<file path="config.mk">
export PLATFORM = sky130hd
export DESIGN_NAME = interp_upsampler_n
export DESIGN_NICKNAME = d
export VERILOG_FILES = /design/src/rtl/interp_ups_pkg.sv /design/src/rtl/ups_fifo2.sv /design/src/rtl/interp_upsampler_n.sv
export SDC_FILE = /design/constraint.sdc
export NUM_CORES = 1
export LEC_CHECK = 0
export BUFFER_PORTS_ARGS = -buffer_cell sky130_fd_sc_hd__buf_2
export CAP_MARGIN = 5
export CORE_MARGIN = 3
export CORE_UTILIZATION = 35
export DETAILED_ROUTE_END_ITERATION = 8
export SETUP_SLACK_MARGIN = 0.5
export SLEW_MARGIN = 15
export SYNTH_ARGS = -nofsm -noshare
export SYNTH_HDL_FRONTEND = slang
export SYNTH_HIERARCHICAL = 1
export SYNTH_SLANG_ARGS = --single-unit
</file>
<file path="constraint.sdc">
create_clock -name clk -period 6.14 [get_ports clk]
set_input_delay 0.307 -clock clk [delete_from_list [all_inputs] [get_ports clk]]
set_output_delay 0.307 -clock clk [all_outputs]
set_load 0.02 [all_outputs]
</file>
<file path="src/rtl/interp_ups_pkg.sv">
// Shared definitions for the zero-stuffing interpolator front end.
//   MAX_LOG2_DEF / WIDTH_DEF / NUM_CH_DEF : default parameter values
//   sat_ratio()  : clamp a requested log2 factor to the largest supported one
//   phase_last() : index of the last phase slot for a given log2 factor
// Build option: INTERP_UPS_HOLD_EN selects zero-order hold instead of zero stuffing
// (used in interp_upsampler_n).
package interp_ups_pkg;

  localparam int MAX_LOG2_DEF = 3;
  localparam int WIDTH_DEF    = 18;
  localparam int NUM_CH_DEF   = 2;

  function automatic int unsigned sat_ratio(input int unsigned sel,
                                            input int unsigned max_log2);
    return (sel > max_log2) ? max_log2 : sel;
  endfunction

  function automatic int unsigned phase_last(input int unsigned log2);
    return (32'd1 << log2) - 32'd1;
  endfunction

endpackage

</file>
<file path="src/rtl/ups_fifo2.sv">
// Two-entry synchronous FIFO feeding the interpolator.
// Ports:
//   clk, reset        : rising-edge clock, synchronous active-high reset
//   i_push / i_wdata  : write request and data (ignored while full, even with a pop)
//   i_pop             : read request (ignored while empty)
//   o_head            : word at the head of the queue (valid when not empty)
//   o_count           : number of stored words, 0..2
//   o_empty / o_full  : decoded from the registered count
// Handshake: a word is taken when i_push is high and o_full is low in the same
// cycle; a word is removed when i_pop is high and o_empty is low.
module ups_fifo2 #(
  parameter int DW = 36
) (
  input  logic          clk,
  input  logic          reset,
  input  logic          i_push,
  input  logic [DW-1:0] i_wdata,
  input  logic          i_pop,
  output logic [DW-1:0] o_head,
  output logic [1:0]    o_count,
  output logic          o_empty,
  output logic          o_full
);

  logic [DW-1:0] r_mem [2];
  logic          r_wr;
  logic          r_rd;
  logic [1:0]    r_count;
  logic          w_push;
  logic          w_pop;

  assign o_empty = (r_count == 2'd0);
  assign o_full  = (r_count == 2'd2);
  assign o_count = r_count;
  assign o_head  = r_mem[r_rd];

  // Fullness is judged on the registered count, so a same-cycle pop does not
  // open a slot for a push.
  assign w_push = i_push & ~o_full;
  assign w_pop  = i_pop & ~o_empty;

  always_ff @(posedge clk) begin
    if (reset) begin
      r_wr    <= 1'b0;
      r_rd    <= 1'b0;
      r_count <= 2'd0;
    end else begin
      if (w_push) r_wr <= ~r_wr;
      if (w_pop)  r_rd <= ~r_rd;
      case ({w_push, w_pop})
        2'b10:   r_count <= r_count + 2'd1;
        2'b01:   r_count <= r_count - 2'd1;
        default: r_count <= r_count;
      endcase
    end
  end

  // Storage needs no reset; only the pointers and count define validity.
  always_ff @(posedge clk) begin
    if (w_push) r_mem[r_wr] <= i_wdata;
  end

endmodule

</file>
<file path="src/rtl/interp_upsampler_n.sv">
// Multi-channel interpolator front end with run-time factor L = 2^ratio_sel.
// Symbol-rate words enter through a 2-deep FIFO; one output slot is produced
// per out_en pulse. Slot 0 of each frame carries a FIFO word (or zero on
// underrun), slots 1..L-1 carry zero, or repeat the slot-0 value when built with
// INTERP_UPS_HOLD_EN (zero-order hold).
// Ports:
//   clk, reset  : rising-edge clock, synchronous active-high reset
//   ratio_sel   : requested log2(L), clamped to MAX_LOG2, sampled at frame start
//   in_valid / in_ready / in_data : input handshake (word taken when both high)
//   out_en      : output-rate enable, one pulse per output slot
//   out_data    : registered output slot (ch0 in LSBs)
//   out_first   : high while out_data holds a slot-0 value
//   underrun    : sticky, set when slot 0 found the FIFO empty
//   clr_flags   : clears underrun (a simultaneous new underrun wins)
module interp_upsampler_n
  import interp_ups_pkg::*;
#(
  parameter  int WIDTH    = WIDTH_DEF,
  parameter  int NUM_CH   = NUM_CH_DEF,
  parameter  int MAX_LOG2 = MAX_LOG2_DEF,
  localparam int RW       = $clog2(MAX_LOG2 + 1),
  localparam int DW       = WIDTH * NUM_CH,
  localparam int PW       = (MAX_LOG2 > 0) ? MAX_LOG2 : 1
) (
  input  logic          clk,
  input  logic          reset,
  input  logic [RW-1:0] ratio_sel,
  input  logic          in_valid,
  output logic          in_ready,
  input  logic [DW-1:0] in_data,
  input  logic          out_en,
  output logic [DW-1:0] out_data,
  output logic          out_first,
  output logic          underrun,
  input  logic          clr_flags
);

  logic [DW-1:0] w_head;
  logic [1:0]    w_count;
  logic          w_empty;
  logic          w_full;
  logic          w_phase0;
  logic          w_pop;
  logic          w_underrun_set;
  logic [RW-1:0] w_sel_sat;
  logic [RW-1:0] w_ratio_eff;
  logic [PW-1:0] w_last;
  logic [PW-1:0] w_phase_next;

  logic [PW-1:0] r_phase;
  logic [RW-1:0] r_ratio;
  logic [DW-1:0] r_out_data;
  logic          r_out_first;
  logic          r_underrun;

  ups_fifo2 #(.DW(DW)) u_fifo (
    .clk     (clk),
    .reset   (reset),
    .i_push  (in_valid),
    .i_wdata (in_data),
    .i_pop   (w_pop),
    .o_head  (w_head),
    .o_count (w_count),
    .o_empty (w_empty),
    .o_full  (w_full)
  );

  assign in_ready = ~w_full;

  assign w_sel_sat = RW'(sat_ratio(32'(ratio_sel), MAX_LOG2));
  assign w_phase0  = (r_phase == '0);

  // At a frame start the freshly sampled factor already governs this frame's
  // wrap point; mid-frame the latched factor keeps L stable.
  assign w_ratio_eff  = w_phase0 ? w_sel_sat : r_ratio;
  assign w_last       = PW'(phase_last(32'(w_ratio_eff)));
  assign w_phase_next = (r_phase == w_last) ? '0 : r_phase + PW'(1);

  assign w_pop          = out_en & w_phase0 & ~w_empty;
  assign w_underrun_set = out_en & w_phase0 & w_empty;

  always_ff @(posedge clk) begin
    if (reset) begin
      r_phase     <= '0;
      r_ratio     <= '0;
      r_out_data  <= '0;
      r_out_first <= 1'b0;
      r_underrun  <= 1'b0;
    end else begin
      if (out_en) begin
        r_phase <= w_phase_next;
        if (w_phase0) begin
          r_ratio     <= w_sel_sat;
          r_out_first <= 1'b1;
          r_out_data  <= w_empty ? '0 : w_head;
        end else begin
          r_out_first <= 1'b0;
`ifdef INTERP_UPS_HOLD_EN
          r_out_data  <= r_out_data;
`else
          r_out_data  <= '0;
`endif
        end
      end
      if (w_underrun_set) begin
        r_underrun <= 1'b1;
      end else if (clr_flags) begin
        r_underrun <= 1'b0;
      end
    end
  end

  assign out_data  = r_out_data;
  assign out_first = r_out_first;
  assign underrun  = r_underrun;

endmodule

</file>
Yosys cells after proc, flatten, opt, wreduce, memory -nomap -nowiden
Memories as Yosys holds them, arrays and structs flattened. A register that Yosys moved wholly into a read port is not among the register bits. Cells that the tools add are included.

Output and inout port bits: 39. Memories: 1. Register bits after elaboration: 47. RAM bits: 72. Word-level logic and storage cells: 43. Input port bits: 43.

Multiplexer cells: 12. Eq/ne operators: 4. Reductions and logical operators: 4. Shift operators: 1. Add/sub/neg operators: 4. Bitwise logic cells: 9.

Memories: u_fifo.r_mem (depth 2, bits a word 36, read ports 1, clocked after Yosys merged registers in 1, wr ports 1, RTL line ups_fifo2.sv:25) `logic [DW-1:0] r_mem [2];`.

Operators with widths (count): 2-to-1 mux 36 bit (2); 2-to-1 mux 1 bit (7); bitwise AND 1 bit (5); == test 2 bit, second input constant (2); inverter 1 bit (4); one-hot mux 2 bit (2 select lines) (1); nonzero test 2 bit (2); adder 3 x 1 -> 3 bit, second input constant (1); == test 3 bit (1); zero test 3 bit (1); 2-to-1 mux 3 bit (1); left shift 1 x 2 -> 3 bit, first input constant (1); subtractor 3 x 1 -> 3 bit, second input constant (1); adder 2 x 1 -> 2 bit, second input constant (1); == test 2 x 1 -> 1 bit, second input constant (1); zero test 2 bit (1); 2-to-1 mux 2 bit (1); subtractor 2 x 1 -> 2 bit, second input constant (1).

Logic depth before layout (Yosys ltp)
Gate-level depths: netlist of the first run.

Depth in word-level cells: 6. Gate-level depth with buffers: 10. Gate-level depth less buffers: 9.

Hierarchy
Netlist of the first run, hierarchy kept.

Modules (own cells, without submodules): ups_fifo2 (cells each 138, area an instance 2811.4 um2, instances 1, sequential area each 2262.2 um2); interp_upsampler_n (cells each 209, area an instance 1765.4 um2, instances 1, sequential area each 860.8 um2).

Worst setup path after synthesis of the first run
No wires, ideal clock.

Kind: register to register. From: reg r_phase[1]. To: reg u_fifo.r_count[1], in the netlist u_fifo/o_count[1]. Slack: 3986 ps. Period minus slack after synthesis: 2154 ps. Cell stages (with the launch flop): 10. Path buffers: 1. Required time: 6070 ps. Arrival time: 2085 ps. Library setup time: 70 ps. Cells stage by stage: dfxtp_1 > inv_1 > ha_1 > nand3b_1 > nor2_4 > buf_2 > o21a_1 > ha_1 > or3_1 > a21oi_1.

Word-level cells in the longest chain between the ends: 6. Elaborated cells between the ends (all ways): 8. Classes of those cells: eq/ne (2); mux (1); bitwise (3); reduce/logical (2).

Ends and longest elaborated chain: from (decl) (RTL line interp_upsampler_n.sv:50) `logic [PW-1:0] r_phase;`; from (signal assigned) (RTL line interp_upsampler_n.sv:91) `r_phase <= w_phase_next;`; zero test 3 bit (*) (RTL line interp_upsampler_n.sv:71) `assign w_phase0 = (r_phase == '0);`; bitwise AND 1 bit (*) (2 in series) (RTL line interp_upsampler_n.sv:79) `assign w_pop = out_en & w_phase0 & ~w_empty;`; via w_pop (RTL line interp_upsampler_n.sv:43) `logic w_pop;`; bitwise AND 1 bit (*) (RTL line ups_fifo2.sv:40) `assign w_pop = i_pop & ~o_empty;`; via u_fifo.w_pop (RTL line ups_fifo2.sv:30) `logic w_pop;`; == test 2 x 1 -> 1 bit / == test 2 bit (equally long branches) (RTL line ups_fifo2.sv:50) `case ({w_push, w_pop})`; one-hot mux 2 bit (2 select lines) / nonzero test 2 bit (equally long branches); to (signal assigned) (RTL line ups_fifo2.sv:51) `2'b10: r_count <= r_count + 2'd1;`; to (signal assigned) (RTL line ups_fifo2.sv:52) `2'b01: r_count <= r_count - 2'd1;`; to (signal assigned) (RTL line ups_fifo2.sv:53) `default: r_count <= r_count;`; to (decl) (RTL line ups_fifo2.sv:28) `logic [1:0] r_count;`.

The timed path passes the listed nets; every way through them passes the cells marked *. A chain may end at the register's enable or synchronous reset.

Worst setup path after layout of the first run
From: in out_en. To: reg u_fifo.r_count[1], in the netlist u_fifo/o_count[1].

Word-level cells in the longest chain between the ends: 5. Elaborated cells between the ends (all ways): 7. Classes of those cells: eq/ne (2); mux (1); bitwise (3); reduce/logical (1).

Ends and longest elaborated chain: from (decl) (RTL line interp_upsampler_n.sv:31) `input logic out_en,`; bitwise AND 1 bit (*) (2 in series) (RTL line interp_upsampler_n.sv:79); bitwise AND 1 bit (*) (RTL line ups_fifo2.sv:40); via u_fifo.w_pop (RTL line ups_fifo2.sv:30); == test 2 x 1 -> 1 bit / == test 2 bit (equally long branches) (RTL line ups_fifo2.sv:50); one-hot mux 2 bit (2 select lines) / nonzero test 2 bit (equally long branches).

Marked as above.

==> flow_metrics.env, run 1 <==
export IMPL_skew_ps=5.51
export IMPL_synth_seq_cells=120
export IMPL_synth_ff_type="edfxtp_1"
export IMPL_synth_most_common_cell="edfxtp_1"
export IMPL_cp_num_buf_inv=1
export IMPL_fillers=1222
export IMPL_yosysSeqAreaShare=0.682
export IMPL_wl_mm=9.29
export IMPL_crit_required_ps=6450
export IMPL_cp_end_kind="flip-flop"
export IMPL_track_usage=0.136
export IMPL_seqPwrFrac=0.461
export IMPL_post_cts_buffers=0
export IMPL_initial_core_util=0.360
export IMPL_worst_ep_arrival_time_ps=3150
export IMPL_drc=0
export IMPL_critPathMaxStageDelay_ps=790
export IMPL_ios=82
export IMPL_path_clk_slew_ps=50
export IMPL_final_nets=477
export IMPL_synth_distinct_cells=39
export IMPL_drtIter0Drc=141
export IMPL_cp_max_fo=43
export IMPL_avgSynthCellArea_um2=13.2
export IMPL_clk_latency_ps=390
export IMPL_grt_max_degree=51
export IMPL_diodes=0
export IMPL_yosys_area_top_type_share=0.472
export IMPL_vdd_drop_max_v=0.000134
export IMPL_cpLargestDelayFamily="simple AND/OR/NAND/NOR gates"
export IMPL_fin_crit_ps=2840
export IMPL_synth_edf_count=72
export IMPL_holdPathStages=1
export IMPL_fp_row_count=41
export IMPL_switchingPower_mw=0.530
export IMPL_hold_viol=0
export IMPL_dieArea_mm2=0.0145
export IMPL_routedWlPerCell_um=15.1
export IMPL_grt_pass1_wl_mm=15.1
export IMPL_cts_buffers=17
export IMPL_combPwrFrac=0.138
export IMPL_syn_area_mm2=0.00458
export IMPL_synthCells=347
export IMPL_synth_largest_area_cell="edfxtp_1"
export IMPL_cts_resized=0
export IMPL_final_layout_size_suffix_gt1_frac=0.306
export IMPL_fp_coreArea_mm2=0.0127
export IMPL_ctsHoldBuffers=0
export IMPL_synth_common_cells="edfxtp_1, dfxtp_1, nor2_1"
export IMPL_p_per_area_mw_per_mm2=381
export IMPL_path_depth=7
export IMPL_worstPathCellList="buf_2 -> nand3b_1 -> nor2_4 -> o21a_1 -> ha_1 -> or3_1 -> a21oi_1"
export IMPL_dp_hpwl_mm=5.60
export IMPL_cts_root_buf="clkbuf_16"
export IMPL_cap_violations=0
export IMPL_power_internal_mw=1.62
export IMPL_yosys_warnings=6
export IMPL_clockBufferDepth=2
export IMPL_cp_slowest_cell="nor2_4"
export IMPL_io_buffers=81
export IMPL_clock_sinks=120
export IMPL_antenna_found_initial=1
export IMPL_fin_tns_setup_ps=0
export IMPL_dieHeight_um=120
export IMPL_rsz0062_at_grt="false"
export IMPL_viasPerCell=4.64
export IMPL_overflow=0
export IMPL_relSlewSlack=0.341
export IMPL_max_freq_mhz=353
export IMPL_swShare=0.246
export IMPL_routed_via_count=2856
export IMPL_grt_pass1_vias=3013
export IMPL_cts_tree="yes"
export IMPL_worst_pin_slew_ps=989
export IMPL_first_pass_iters=5
export IMPL_hp_class="input port to flip-flop"
export IMPL_syn_num_nets=393
export IMPL_status="finished, final reports clean"
export IMPL_setup_violations=0
export IMPL_clockPowerShare=0.401
export IMPL_holdWs_ps=98.3
export IMPL_ys_async_sr_fraction=0
export IMPL_p_leak_nw=2.20
export IMPL_startpoint_type="input port"
export IMPL_ant_nets=0
export IMPL_htreeDepth=4
export IMPL_period_share=0.462
export IMPL_worstSetupPathType="input port to flip-flop"
export IMPL_gp_congestion=0.683
export IMPL_maxSlewViolCount=0
export IMPL_netlist_top_cells_area="edfxtp_1, dfxtp_1, mux2_2, nor2b_1, a21oi_1"
export IMPL_area_growth_pct=23.5
export IMPL_r2r_cells=8
export IMPL_die_w_um=120
worst register-to-register path: stages (launching register included):
cell	delay [ps]
dfxtp_1	320
inv_1	110
ha_1	210
nand3b_1	230
nor2_4	790
o21a_1	260
ha_1	270
or3_1	350
a21oi_1	140
logic make-up after synthesis:
logic type,synth area share
and+or+nand+nor,0.125
AOI/OAI and AO/OA,0.0591
DFF,0.682
muxes,0.0979
xor gates and xnor gates,0.00574
adders and majority gates,0.00820
buffers and inverters,0.0216
flip-flops by register name, summed over array words and instances (netlist names), named ones only:
name / flops
out_data: 36
out_first: 1
r_phase: 3
r_ratio: 2
u_fifo/o_count: 2
u_fifo/r_mem: 72
u_fifo/r_rd: 1
u_fifo/r_wr: 1
underrun: 1
layout make-up:
class	instances	area (um2)	area share
clock inverter	4	20.0	0.00354
clock buffer	28	507	0.0897
timing repair buffer	81	405	0.0717
inverter	6	22.5	0.00399
sequential	120	3120	0.553
tap	172	215	0.0381
multi-input combinational	205	1360	0.240
per-layer routing:
| layer | up-vias | global-route usage | wire length (um) |
|---|---|---|---|
| li1 | 1392 | - | - |
| met1 | 1369 | 0.158 | 3940 |
| met2 | 80 | 0.235 | 4680 |
| met3 | 13 | 0.0388 | 534 |
| met4 | 2 | 0.0616 | 130 |
| met5 | - | 0 | 7 |
power groups by stage:
stage	combinational (mW)	clock [mW]	sequential [mW]
floorplan	0.193	0	1.02
global placement	0.293	0	1.01
detailed placement	0.300	0	1.01
CTS	0.302	0.880	0.994
global route	0.333	0.919	1.00
finish	0.298	0.863	0.992
final timing paths:
path | start | to | slack [ps]
worst max-delay path | out_en | u_fifo/o_count[1] | 3300
worst min-delay path | in_data[16] | u_fifo/r_mem[0][16] | 100
worst max register to register | r_phase[0] | u_fifo/o_count[1] | 3360
worst min register to register | underrun | underrun | 470
through the flow:
step	total power, mW	utilization	setup slack (ps)	cells	cell area (um2)
6_report	2.15	0.444	3300	616	5650
5_1_grt	2.25	0.444	3040	616	5650
4_1_cts	2.18	0.444	3280	616	5650
3_5_place_dp	1.31	0.403	2860	584	5120
3_3_place_gp	1.30	0.403	2930	584	5120
2_1_floorplan	1.21	-	3990	347	4580
layout by cell type, fill, tap and decap left out, types with 2 or more instances in the layout:
cell type	count
nand3_1	3
clkinv_2	4
inv_1	4
o21ai_0	3
ha_1	3
o21ai_1	2
mux2_2	21
clkbuf_16	17
edfxtp_1	72
nor2b_1	37
mux2_1	15
a21oi_1	41
inv_2	2
buf_2	81
dfxtp_1	47
xnor2_1	2
nor3b_1	2
nand2b_1	2
mux2i_1	2
nor2_1	47
clkbuf_8	4
or3_1	2
clkbuf_1	7
or2b_1	4
nand2_1	3
(Power assumes the default switching activity.)
==> inputs of run 2 (changes only) <==
- ABC_AREA: not set -> 1
- clock period: 6.14 -> 2.85 ns (I/O delays scaled with it)
==> flow_metrics.env, run 2 <==
export IMPL_drtIter0Drc=168
export IMPL_synth_distinct_cells=23
export IMPL_grt_pass1_vias=3030
export IMPL_fp_coreArea_mm2=0.0128
export IMPL_multi_input_area_mm2=0.00133
export IMPL_ys_async_sr_fraction=0
export IMPL_worstSetupPathType="flip-flop to flip-flop"
export IMPL_r2r_cells=14
export IMPL_synth_ff_type="edfxtp_1"
export IMPL_cap_violations=0
export IMPL_grt_max_degree=40
export IMPL_viasPerCell=4.41
export IMPL_cp_end_kind="flip-flop"
export IMPL_grt_use_met1=0.166
export IMPL_dp_hpwl_mm=5.87
export IMPL_diodes=0
export IMPL_drc=0
export IMPL_period_share=0.689
export IMPL_synth_common_cells="nand2_1, edfxtp_1, dfxtp_1"
export IMPL_io_buffers=81
export IMPL_synth_top_family_by_area="simple AND/OR/NAND/NOR gates"
export IMPL_final_layout_size_suffix_gt1_frac=0.311
export IMPL_dieHeight_um=121
export IMPL_avgSynthCellArea_um2=12.6
export IMPL_first_pass_iters=4
export IMPL_syn_area_mm2=0.00465
export IMPL_finalWorstSetupSlack_ps=885
export IMPL_fin_tns_setup_ps=0
export IMPL_yosys_warnings=6
export IMPL_synth_seq_cells=120
export IMPL_min_to="r_ratio[1]"
export IMPL_wl_mm=9.39
export IMPL_relSlewSlack=0.445
export IMPL_final_common_cell="nand2_1"
export IMPL_hp_class="input port to flip-flop"
export IMPL_setup_violations=0
export IMPL_die_w_um=121
export IMPL_fin_crit_ps=1960
export IMPL_maxSlewViolCount=0
export IMPL_reg2reg_slack_ps=890
export IMPL_p_leak_nw=2.48
export IMPL_synth_compound_area_frac=0.0473
export IMPL_seqCellArea_mm2=0.00312
export IMPL_skew_ps=14.2
export IMPL_fillers=1216
export IMPL_largest_reg_flops=72
export IMPL_vdd_drop_max_v=0.000378
export IMPL_fin_area_mm2=0.00614
export IMPL_final_nets=544
export IMPL_netlist_top_cells_area="edfxtp_1, dfxtp_1, mux2_4, nand2_1, a21oi_1"
export IMPL_rsz0062_at_grt="false"
export IMPL_synth_simple_area_share=0.114
export IMPL_track_usage=0.134
export IMPL_worst_pin_slew_ps=831
export IMPL_max_freq_mhz=509
export IMPL_cp_max_fo=4
export IMPL_postPlaceCellArea_mm2=0.00520
export IMPL_initial_core_util=0.363
export IMPL_p_total_mw=4.57
export IMPL_cts_buffers=17
export IMPL_path_clk_slew_ps=50
export IMPL_use_met2=0.214
export IMPL_overflow=0
export IMPL_clock_sinks=120
export IMPL_yosys_area_top_type_share=0.465
export IMPL_dieArea_mm2=0.0147
export IMPL_mostFrequentLayoutCells="nand2_1, buf_2, edfxtp_1"
export IMPL_hold_viol=0
export IMPL_gp_congestion=0.736
export IMPL_antenna_found_initial=0
export IMPL_grt_busiest_layer="met2"
export IMPL_met3_usage=0.0499
export IMPL_synth_largest_area_cell="edfxtp_1"
export IMPL_htreeDepth=4
export IMPL_synth_most_common_cell="nand2_1"
export IMPL_cts_tree="yes"
export IMPL_post_place_ws_ps=925
export IMPL_status="finished, final reports clean"
export IMPL_cts_root_buf="clkbuf_16"
export IMPL_post_cts_buffers=0
export IMPL_crit_required_ps=3190
export IMPL_synthAdderAreaFrac=0.00807
export IMPL_synth_edf_count=72
export IMPL_ant_nets=0
export IMPL_synthCells=370
export IMPL_syn_num_nets=416
export IMPL_startpoint_type="flip-flop"
export IMPL_holdPathStages=3
export IMPL_worst_ep_arrival_time_ps=2310
export IMPL_p_per_area_mw_per_mm2=744
export IMPL_yosys_area_share_xor_xnor=0.00377
export IMPL_area_growth_pct=32.0
export IMPL_largest_register="u_fifo/r_mem"
export IMPL_r2r_end="u_fifo/o_count[1]"
export IMPL_synthMuxAreaShare=0.111
export IMPL_grt_pass1_wl_mm=15.0
export IMPL_clk_latency_ps=410
export IMPL_worstHoldStart="out_en"
export IMPL_clockBufferDepth=2
export IMPL_ios=82
export IMPL_routed_via_count=3011
export IMPL_fp_row_count=41
export IMPL_worstReg2RegStart="r_phase[0]"
export IMPL_yosysSeqAreaShare=0.671
export IMPL_routedWlPerCell_um=13.7
## run 2: changes by cell type in the layout (fill, tap and decap cells not counted), moves of 4 or more
| cell | change |
|---|---|
| buf_4 | +5 |
| dlygate4sd3_1 | +38 |
| inv_1 | +11 |
| mux2_1 | -15 |
| mux2_2 | -15 |
| mux2_4 | +30 |
| nand2_1 | +98 |
| nor2_1 | -27 |
| nor2b_1 | -37 |
| or2b_1 | -4 |
## run 2: kinds of logic after synthesis
family / count (synthesis)
compound gates: 44
xor+xnor: 2
fa+ha+maj: 3
buf+inv: 34
flops: 120
mux: 36
simple gates: 131
## run 2: where the power goes
group	leakage [nW]	switching (mW)	internal [mW]	total, mW
registers	1.06	0.0552	1.98	2.03
logic	1.13	0.292	0.237	0.529
clock network	0.280	0.714	1.29	2.01
## run 2: metrics by stage
| stage | hold WS (ps) | instances | utilization |
|---|---|---|---|
| after floorplan | 241 | 370 | - |
| after global placement | 334 | 613 | 0.405 |
| after detailed placement | 336 | 613 | 0.405 |
| after CTS | 30.8 | 683 | 0.479 |
| after global routing | 50.9 | 683 | 0.479 |
| final | 57.6 | 683 | 0.479 |
## run 2: worst max-delay path by stage
stage / startpoint / to / slack (ps) / cells after the start
finish: r_phase[0] / u_fifo/o_count[1] / 890 / 14
CTS: r_phase[0] / u_fifo/o_count[1] / 910 / 14
floorplan: u_fifo/o_count[0] / u_fifo/r_mem[0][0] / 850 / 4
global placement: r_phase[0] / u_fifo/o_count[1] / 1020 / 14
global route: r_phase[0] / u_fifo/o_count[1] / 700 / 14
detailed placement: r_phase[0] / u_fifo/o_count[1] / 930 / 14
## run 2: worst max-delay path, stage by stage, from the launching register on
cell	delay [ps]
dfxtp_1	340
inv_1	80
ha_1	200
nand2_2	100
nor2_4	100
inv_2	80
nor2_8	80
inv_1	40
nor2_1	190
ha_1	290
inv_1	100
nand2_1	70
nor2_1	80
nor2_1	50
nor2_1	90
## run 2: final cells by class
cell class / count / area share
Sequential cell: 120 / 0.509
Multi-Input combinational cell: 216 / 0.216
Timing Repair Buffer: 125 / 0.137
Clock buffer: 25 / 0.0809
Tap cell: 172 / 0.0350
Inverter: 18 / 0.0110
Clock inverter: 7 / 0.0106
## run 2: repair_timing
| item | 4_1_cts | 5_1_grt |
|---|---|---|
| hold endpoints to repair | 74 | 0 |
| resized for setup | 0 | 0 |
| hold buffers | 38 | 0 |
## run 2: per-layer routing
| metal | vias up | routed length, um |
|---|---|---|
| li1 | 1515 | - |
| met1 | 1428 | 4300 |
| met2 | 62 | 4620 |
| met3 | 6 | 409 |
| met4 | 0 | 70 |
| met5 | - | 0 |
